### config.mk
export PLATFORM = sky130hd
export DESIGN_NAME = dmem_cache_flat
export DESIGN_NICKNAME = d
export VERILOG_FILES = /design/src/rtl/dmem_cache_pkg.sv /design/src/rtl/dmem_cache_if.sv /design/src/rtl/dmem_cache_load_align.sv /design/src/rtl/dmem_cache.sv /design/src/flat_wrapper.sv
export SDC_FILE = /design/constraint.sdc
export NUM_CORES = 2
export LEC_CHECK = 0
export BUFFER_PORTS_ARGS = -buffer_cell sky130_fd_sc_hd__buf_2
export CORE_ASPECT_RATIO = 0.8
export CORE_MARGIN = 5
export CORE_UTILIZATION = 32
export CTS_BUF_LIST = sky130_fd_sc_hd__clkbuf_2
export CTS_CLUSTER_SIZE = 28
export DETAILED_ROUTE_END_ITERATION = 10
export PLACE_DENSITY = 0.47
export REMOVE_ABC_BUFFERS = 1
export SLEW_MARGIN = 10
export SYNTH_ARGS = -nofsm -noshare
export SYNTH_HDL_FRONTEND = slang
export SYNTH_SLANG_ARGS = --single-unit
### constraint.sdc
create_clock -name clk -period 8.9 [get_ports clk]
set_clock_uncertainty 0.05 [all_clocks]
set_input_delay 1.78 -clock clk [delete_from_list [all_inputs] [get_ports clk]]
set_output_delay 1.78 -clock clk [all_outputs]
set_load 0.05 [all_outputs]
### src/rtl/dmem_cache_pkg.sv
// Shared types, funct3 encodings and store-lane helpers for the MEM-stage data cache.
package dmem_cache_pkg;

  typedef enum logic [1:0] {
    IDLE     = 2'd0,
    RD_MISS  = 2'd1,
    WR_THRU  = 2'd2,
    RESPOND  = 2'd3
  } dmem_cache_state_t;

  localparam logic [2:0] F3_B  = 3'b000;
  localparam logic [2:0] F3_H  = 3'b001;
  localparam logic [2:0] F3_W  = 3'b010;
  localparam logic [2:0] F3_BU = 3'b100;
  localparam logic [2:0] F3_HU = 3'b101;

  function automatic logic [3:0] store_be(input logic [2:0] f3, input logic [1:0] off);
    case (f3)
      F3_B:    store_be = 4'b0001 << off;
      F3_H:    store_be = 4'b0011 << {off[1], 1'b0};
      default: store_be = 4'b1111;
    endcase
  endfunction

  function automatic logic [31:0] store_lanes(input logic [2:0] f3, input logic [31:0] data);
    case (f3)
      F3_B:    store_lanes = {4{data[7:0]}};
      F3_H:    store_lanes = {2{data[15:0]}};
      default: store_lanes = data;
    endcase
  endfunction

endpackage

### src/rtl/dmem_cache_if.sv
// MEM-stage request/response port plus the backing-memory word handshake.
interface dmem_cache_if #(
  parameter int ADDR_WIDTH = 32,
  parameter int DATA_WIDTH = 32
);
  logic                  req_valid;
  logic                  req_we;
  logic [2:0]            funct3;
  logic [ADDR_WIDTH-1:0] addr;
  logic [DATA_WIDTH-1:0] wdata;
  logic [DATA_WIDTH-1:0] rdata;
  logic                  ready;
  logic                  mem_req;
  logic                  mem_we;
  logic [ADDR_WIDTH-1:0] mem_addr;
  logic [3:0]            mem_be;
  logic [DATA_WIDTH-1:0] mem_wdata;
  logic [DATA_WIDTH-1:0] mem_rdata;
  logic                  mem_ack;

  modport slave (
    input  req_valid, req_we, funct3, addr, wdata, mem_rdata, mem_ack,
    output rdata, ready, mem_req, mem_we, mem_addr, mem_be, mem_wdata
  );

  modport master (
    output req_valid, req_we, funct3, addr, wdata, mem_rdata, mem_ack,
    input  rdata, ready, mem_req, mem_we, mem_addr, mem_be, mem_wdata
  );
endinterface

### src/rtl/dmem_cache_load_align.sv
// Extracts the addressed byte/halfword/word from a line word and sign- or zero-extends it.
module load_align
  import dmem_cache_pkg::*;
(
  input  logic [31:0] word,
  input  logic [1:0]  offset,
  input  logic [2:0]  funct3,
  output logic [31:0] data
);
  logic [7:0]  sel_b;
  logic [15:0] sel_h;

  always_comb begin
    case (offset)
      2'd0:    sel_b = word[7:0];
      2'd1:    sel_b = word[15:8];
      2'd2:    sel_b = word[23:16];
      default: sel_b = word[31:24];
    endcase
    sel_h = offset[1] ? word[31:16] : word[15:0];
    case (funct3)
      F3_B:    data = {{24{sel_b[7]}}, sel_b};
      F3_BU:   data = {24'd0, sel_b};
      F3_H:    data = {{16{sel_h[15]}}, sel_h};
      F3_HU:   data = {16'd0, sel_h};
      F3_W:    data = word;
      default: data = word;
    endcase
  end
endmodule

### src/rtl/dmem_cache.sv
// Direct-mapped write-through, no-write-allocate data cache for the MEM stage.
// Optional hit/miss counters are built when DMEM_CACHE_STATS_EN is defined.
//
// state   | meaning
// IDLE    | accept request; load hits complete here combinationally
// RD_MISS | word read outstanding on backing memory; fill line on ack
// WR_THRU | store outstanding on backing memory; merge into line on ack if hit
// RESPOND | one-cycle completion (ready=1) then back to IDLE
module dmem_cache
  import dmem_cache_pkg::*;
#(
  parameter int SETS       = 64,
  parameter int ADDR_WIDTH = 32,
  parameter int DATA_WIDTH = 32
) (
  input  logic        clk,
  input  logic        rst,
  dmem_cache_if.slave bus
`ifdef DMEM_CACHE_STATS_EN
  ,
  output logic [31:0] hit_count,
  output logic [31:0] miss_count
`endif
);
  localparam int IDX_W = $clog2(SETS);
  localparam int TAG_W = ADDR_WIDTH - 2 - IDX_W;

  dmem_cache_state_t state, state_nxt;

  logic [SETS-1:0]       valid;
  logic [TAG_W-1:0]      tag_arr  [SETS];
  logic [DATA_WIDTH-1:0] data_arr [SETS];

  logic [ADDR_WIDTH-1:0] addr_q;
  logic [2:0]            f3_q;
  logic [DATA_WIDTH-1:0] fill_q;
  logic                  mem_req_q, mem_we_q;
  logic [ADDR_WIDTH-1:0] mem_addr_q;
  logic [3:0]            mem_be_q;
  logic [DATA_WIDTH-1:0] mem_wdata_q;

  logic [IDX_W-1:0] idx, idx_q;
  logic [TAG_W-1:0] tag, tag_q;
  logic             line_hit, store_hit, issue;
  logic             rdy, rdata_en, rsp_sel;
  logic [31:0]      align_word, align_data;

  assign idx       = bus.addr[2 +: IDX_W];
  assign tag       = bus.addr[ADDR_WIDTH-1 -: TAG_W];
  assign idx_q     = addr_q[2 +: IDX_W];
  assign tag_q     = addr_q[ADDR_WIDTH-1 -: TAG_W];
  assign line_hit  = valid[idx] && (tag_arr[idx] == tag);
  assign store_hit = valid[idx_q] && (tag_arr[idx_q] == tag_q);
  assign issue     = (state == IDLE) && bus.req_valid && (bus.req_we || !line_hit);

  always_ff @(posedge clk) begin
    if (!rst) state <= IDLE;
    else      state <= state_nxt;
  end

  always_comb begin
    state_nxt = state;
    rdy       = 1'b0;
    rdata_en  = 1'b0;
    rsp_sel   = 1'b0;
    case (state)
      IDLE: begin
        if (!bus.req_valid) begin
          rdy = 1'b1;
        end else if (bus.req_we) begin
          state_nxt = WR_THRU;
        end else if (line_hit) begin
          rdy      = 1'b1;
          rdata_en = 1'b1;
        end else begin
          state_nxt = RD_MISS;
        end
      end
      RD_MISS: if (bus.mem_ack) state_nxt = RESPOND;
      WR_THRU: if (bus.mem_ack) state_nxt = RESPOND;
      RESPOND: begin
        rdy       = 1'b1;
        rdata_en  = 1'b1;
        rsp_sel   = 1'b1;
        state_nxt = IDLE;
      end
      default: state_nxt = IDLE;
    endcase
  end

  // Request is captured at issue so a requester dropping req_valid mid-miss cannot corrupt the fill.
  always_ff @(posedge clk) begin
    if (!rst) begin
      valid       <= '0;
      addr_q      <= '0;
      f3_q        <= '0;
      fill_q      <= '0;
      mem_req_q   <= 1'b0;
      mem_we_q    <= 1'b0;
      mem_addr_q  <= '0;
      mem_be_q    <= '0;
      mem_wdata_q <= '0;
    end else begin
      if (issue) begin
        addr_q      <= bus.addr;
        f3_q        <= bus.funct3;
        mem_req_q   <= 1'b1;
        mem_we_q    <= bus.req_we;
        mem_addr_q  <= {bus.addr[ADDR_WIDTH-1:2], 2'b00};
        mem_be_q    <= bus.req_we ? store_be(bus.funct3, bus.addr[1:0]) : 4'b1111;
        mem_wdata_q <= bus.req_we ? store_lanes(bus.funct3, bus.wdata) : '0;
      end
      if ((state == RD_MISS || state == WR_THRU) && bus.mem_ack) begin
        mem_req_q <= 1'b0;
        mem_we_q  <= 1'b0;
      end
      if (state == RD_MISS && bus.mem_ack) begin
        valid[idx_q] <= 1'b1;
        fill_q       <= bus.mem_rdata;
      end
    end
  end

  always_ff @(posedge clk) begin
    if (rst) begin
      if (state == RD_MISS && bus.mem_ack) begin
        tag_arr[idx_q]  <= tag_q;
        data_arr[idx_q] <= bus.mem_rdata;
      end else if (state == WR_THRU && bus.mem_ack && store_hit) begin
        for (int i = 0; i < 4; i++) begin
          if (mem_be_q[i]) data_arr[idx_q][8*i +: 8] <= mem_wdata_q[8*i +: 8];
        end
      end
    end
  end

  assign align_word = rsp_sel ? fill_q : data_arr[idx];

  load_align u_align (
    .word   (align_word),
    .offset (rsp_sel ? addr_q[1:0] : bus.addr[1:0]),
    .funct3 (rsp_sel ? f3_q : bus.funct3),
    .data   (align_data)
  );

  assign bus.rdata     = rdata_en ? align_data : '0;
  assign bus.ready     = rdy;
  assign bus.mem_req   = mem_req_q;
  assign bus.mem_we    = mem_we_q;
  assign bus.mem_addr  = mem_addr_q;
  assign bus.mem_be    = mem_be_q;
  assign bus.mem_wdata = mem_wdata_q;

`ifdef DMEM_CACHE_STATS_EN
  always_ff @(posedge clk) begin
    if (!rst) begin
      hit_count  <= '0;
      miss_count <= '0;
    end else if (state == IDLE && bus.req_valid && !bus.req_we) begin
      if (line_hit) hit_count  <= hit_count + 32'd1;
      else          miss_count <= miss_count + 32'd1;
    end
  end
`endif

endmodule

### src/flat_wrapper.sv
// flat-port wrapper written by rule: the top's interface ports become plain ports
module dmem_cache_flat import dmem_cache_pkg::*;
#(
  parameter int SETS       = 64,
  parameter int ADDR_WIDTH = 32,
  parameter int DATA_WIDTH = 32
)
  (clk, rst, bus_req_valid, bus_req_we, bus_funct3, bus_addr, bus_wdata, bus_mem_rdata, bus_mem_ack, bus_rdata, bus_ready, bus_mem_req, bus_mem_we, bus_mem_addr, bus_mem_be, bus_mem_wdata);
  dmem_cache_if #(.ADDR_WIDTH(ADDR_WIDTH), .DATA_WIDTH(DATA_WIDTH)) bus_i ();
  input  logic clk;
  input  logic rst;
  input wire logic [$bits(bus_i.req_valid)-1:0] bus_req_valid;
  input wire logic [$bits(bus_i.req_we)-1:0] bus_req_we;
  input wire logic [$bits(bus_i.funct3)-1:0] bus_funct3;
  input wire logic [$bits(bus_i.addr)-1:0] bus_addr;
  input wire logic [$bits(bus_i.wdata)-1:0] bus_wdata;
  input wire logic [$bits(bus_i.mem_rdata)-1:0] bus_mem_rdata;
  input wire logic [$bits(bus_i.mem_ack)-1:0] bus_mem_ack;
  output wire logic [$bits(bus_i.rdata)-1:0] bus_rdata;
  output wire logic [$bits(bus_i.ready)-1:0] bus_ready;
  output wire logic [$bits(bus_i.mem_req)-1:0] bus_mem_req;
  output wire logic [$bits(bus_i.mem_we)-1:0] bus_mem_we;
  output wire logic [$bits(bus_i.mem_addr)-1:0] bus_mem_addr;
  output wire logic [$bits(bus_i.mem_be)-1:0] bus_mem_be;
  output wire logic [$bits(bus_i.mem_wdata)-1:0] bus_mem_wdata;
  assign bus_i.req_valid = bus_req_valid;
  assign bus_i.req_we = bus_req_we;
  assign bus_i.funct3 = bus_funct3;
  assign bus_i.addr = bus_addr;
  assign bus_i.wdata = bus_wdata;
  assign bus_i.mem_rdata = bus_mem_rdata;
  assign bus_i.mem_ack = bus_mem_ack;
  assign bus_rdata = bus_i.rdata;
  assign bus_ready = bus_i.ready;
  assign bus_mem_req = bus_i.mem_req;
  assign bus_mem_we = bus_i.mem_we;
  assign bus_mem_addr = bus_i.mem_addr;
  assign bus_mem_be = bus_i.mem_be;
  assign bus_mem_wdata = bus_i.mem_wdata;
  dmem_cache #(.SETS(SETS), .ADDR_WIDTH(ADDR_WIDTH), .DATA_WIDTH(DATA_WIDTH)) u_core (.clk(clk), .rst(rst), .bus(bus_i));
endmodule
==> results.sh <==
export IMPL_synth_area_leaders="edfxtp_1, mux4_2, mux2i_1"
export IMPL_syn_to_final_growth_pct=15.8
export IMPL_maxCapViolations=0
export IMPL_ys_ff_latch=3761
export IMPL_grt_pass1_vias=95800
export IMPL_grt_usage_pct=22.9
export IMPL_routed_wl_mm=606
export IMPL_synthMostInstantiatedCell="edfxtp_1"
export IMPL_synth_top_cell_by_area="edfxtp_1"
export IMPL_slew_violations=0
export IMPL_cts_buffers=927
export IMPL_ant_nets=0
export IMPL_postLayoutSetupSlackWorst_ps=315
export IMPL_cts_root_buf="clkbuf_2"
export IMPL_cts_sinks=3761
export IMPL_finalCritPeriodShare_pct=96.5
export IMPL_pre_cts_ws_ps=12.7
export IMPL_vias=95800
export IMPL_io_pins=207
export IMPL_cp_required_ps=7070
export IMPL_synth_edf_count=3584
export IMPL_drive_above_1_share_pct=39.1
export IMPL_dp_hpwl_mm=373
export IMPL_syn_inst=7964
export IMPL_port_buffers=204
export IMPL_synth_top_area_share_pct=67.2
export IMPL_ys_seq_area_share_pct=69.4
export IMPL_cp_max_fo=29
export IMPL_finalWorstPathRequiredPeriod_ps=8580
export IMPL_wl_per_cell_um=35.7
export IMPL_cts_tree="done"
export IMPL_clkTransAtPathRegs_ps=120
export IMPL_hp_class="input port to flip-flop"
export IMPL_fin_tns_setup_ps=0
export IMPL_rows=232
export IMPL_worst_setup_path_start_kind="input port"
export IMPL_hold_viol_final=0
export IMPL_end_kind="output pin"
export IMPL_synthFlopType="edfxtp_1"
export IMPL_clockBufferDepth=4
export IMPL_crit_buf_inv=7
export IMPL_core_region_area_um2=499000
export IMPL_max_stage_delay_ps=710
export IMPL_rsz0062_at_grt="no"
export IMPL_yosysWarnings=0
export IMPL_yosysUniqueCellTypes=80
export IMPL_via_per_inst=5.64
export IMPL_htreeDepth=6
export IMPL_post_dp_cell_area_um2=173000
export IMPL_ir_drop_uv=139
export IMPL_power_total_w=0.0379
export IMPL_drt_iter0_markers=12600
export IMPL_die_x_um=801
export IMPL_worstSetupPathType="input port to output pin"
export IMPL_cpLargestDelayFamily="simple AND/OR/NAND/NOR gates"
export IMPL_syn_cell_area_um2=160000
export IMPL_clk_latency_ps=2560
export IMPL_first_pass_iters=6
export IMPL_gp_congestion=0.885
export IMPL_antenna_found_initial=74
export IMPL_grt_ovfl_total=0
export IMPL_worst_pin_slew_ps=1270
export IMPL_start_util_pct=32.1
export IMPL_final_net_count=9671
export IMPL_crit_arrival_ps=6750
export IMPL_dieArea_um2=515000
export IMPL_fin_area_um2=185000
export IMPL_crit_chain="buf_8, buf_4, and2_2, buf_12, a22oi_1, nand3_1, o211ai_1, nor4_1, xnor2_1, nor4_1, and4_2, buf_4, a32oi_1, or2_1, buf_12, a31oi_1, buf_4, buf_12"
export IMPL_critical_path_slowest_cell="nor4_1"
export IMPL_p_leak_nw=61.7
export IMPL_fmaxAchievable_mhz=116
export IMPL_grt_max_degree=109
export IMPL_route_detailed_drc=0
export IMPL_synth_top_cells_by_count="edfxtp_1, mux4_2, mux2i_1, nor2_1, nand2_1"
export IMPL_avgSynthCellArea_um2=20.1
export IMPL_setup_violations_final=0
export IMPL_status="complete, no violations"
export IMPL_grt_pass1_wl_mm=819
export IMPL_synthArstFlopShare_pct=0
export IMPL_p_per_area_nw_per_um2=204
export IMPL_maxSlewHeadroom_pct=15.4
export IMPL_die_y_um=643
export IMPL_final_util_pct=37.2
## per-layer routing
| metal | GRT usage (%) | share of wire, % |
|---|---|---|
| met1 | 32.2 | 42 |
| met2 | 33.9 | 44 |
| met3 | 6.37 | 10 |
| met4 | 8.31 | 3.8 |
| met5 | 0.204 | 0.045 |
## flip-flops by register name, indices dropped and copies added, names as in the netlist, named ones only
register / flops
u_core.state: 2
u_core.bus.mem_we: 1
u_core.bus.mem_wdata: 32
u_core.tag_arr: 1536
u_core.bus.mem_be: 4
u_core.bus.mem_req: 1
u_core.addr_q: 31
u_core.data_arr: 2048
u_core.f3_q: 3
u_core.bus.mem_addr: 1
u_core.fill_q: 32
u_core.valid: 64
## cells in the final DEF, fill, tap and decap left out, drive strengths merged, types with 40 or more instances in the layout
cell         count
nand2          333
clkinv         236
nor3            47
o21ai           73
clkbuf        1365
a21o            66
diode           40
inv             48
mux2i          427
a22oi          149
edfxtp        3584
buf            914
a21oi          104
mux2            65
nand3           89
nor2           415
mux4          1395
dfxtp          177
dlygate4sd3    330
## path summary, 6_finish.rpt
path | slack [ps] | start | end | cells after the start
worst min-delay path | 310 | rst | u_core.addr_q[10]$_SDFFE_PN0P_ | 5
worst min register to register | 370 | u_core.addr_q[25]$_SDFFE_PN0P_ | u_core.tag_arr[16][17]$_DFFE_PP_ | 1
worst max-delay path | 320 | bus_addr[3] | bus_rdata[29] | 18
worst max register to register | 1070 | flip-flop | u_core.data_arr[54][25]$_DFFE_PP_ | 14
## cells by family after synthesis
family,count (synthesis),share of synthesized area [%]
AOI/OAI and AO/OA,626,2.73
DFF,3761,69.4
muxes,1887,22.7
and+or+nand+nor,1034,2.84
buffers and inverters,605,1.98
adders and majority gates,5,0.0391
xor gates and xnor gates,45,0.246
other,1,0.00234
## worst min-delay path, cell delays in order
cell and delay, ps:
buf_6 160, buf_4 340, buf_12 280, nand2_1 110
o21ai_0 70
## final cells by class
class                   count  area (um^2)
flip-flops and latches   3761       111000
inverters                  28          123
multi-input cells        3599        46600
diodes                     40          100
clock buffers            1364         6830
clock inverters           274         1580
fillers                 46100       314000
repair buffers           1245        10700
well taps                6669         8340
## stage by stage
step	hold slack (ps)	std cells
floorplan	385	7388
global placement	391	15000
detailed placement	397	15000
CTS	12.2	16900
global route	242	16900
finish	306	17000
## power breakdown
group / switching [W] / internal, W
clock network: 0.00735 / 0.00450
logic: 0.00379 / 0.00219
registers: 0.000227 / 0.0198
total: 0.0114 / 0.0265
## repair_timing
item / 4_1_cts / 5_1_grt
resized for setup: 32 / 0
hold buffers: 330 / 0
hold endpoints to repair: 962 / 0
buffers inserted: 2 / 0
endpoints found under the setup margin: 33 / 0
No activity file was read; power rests on OpenSTA's default activity.
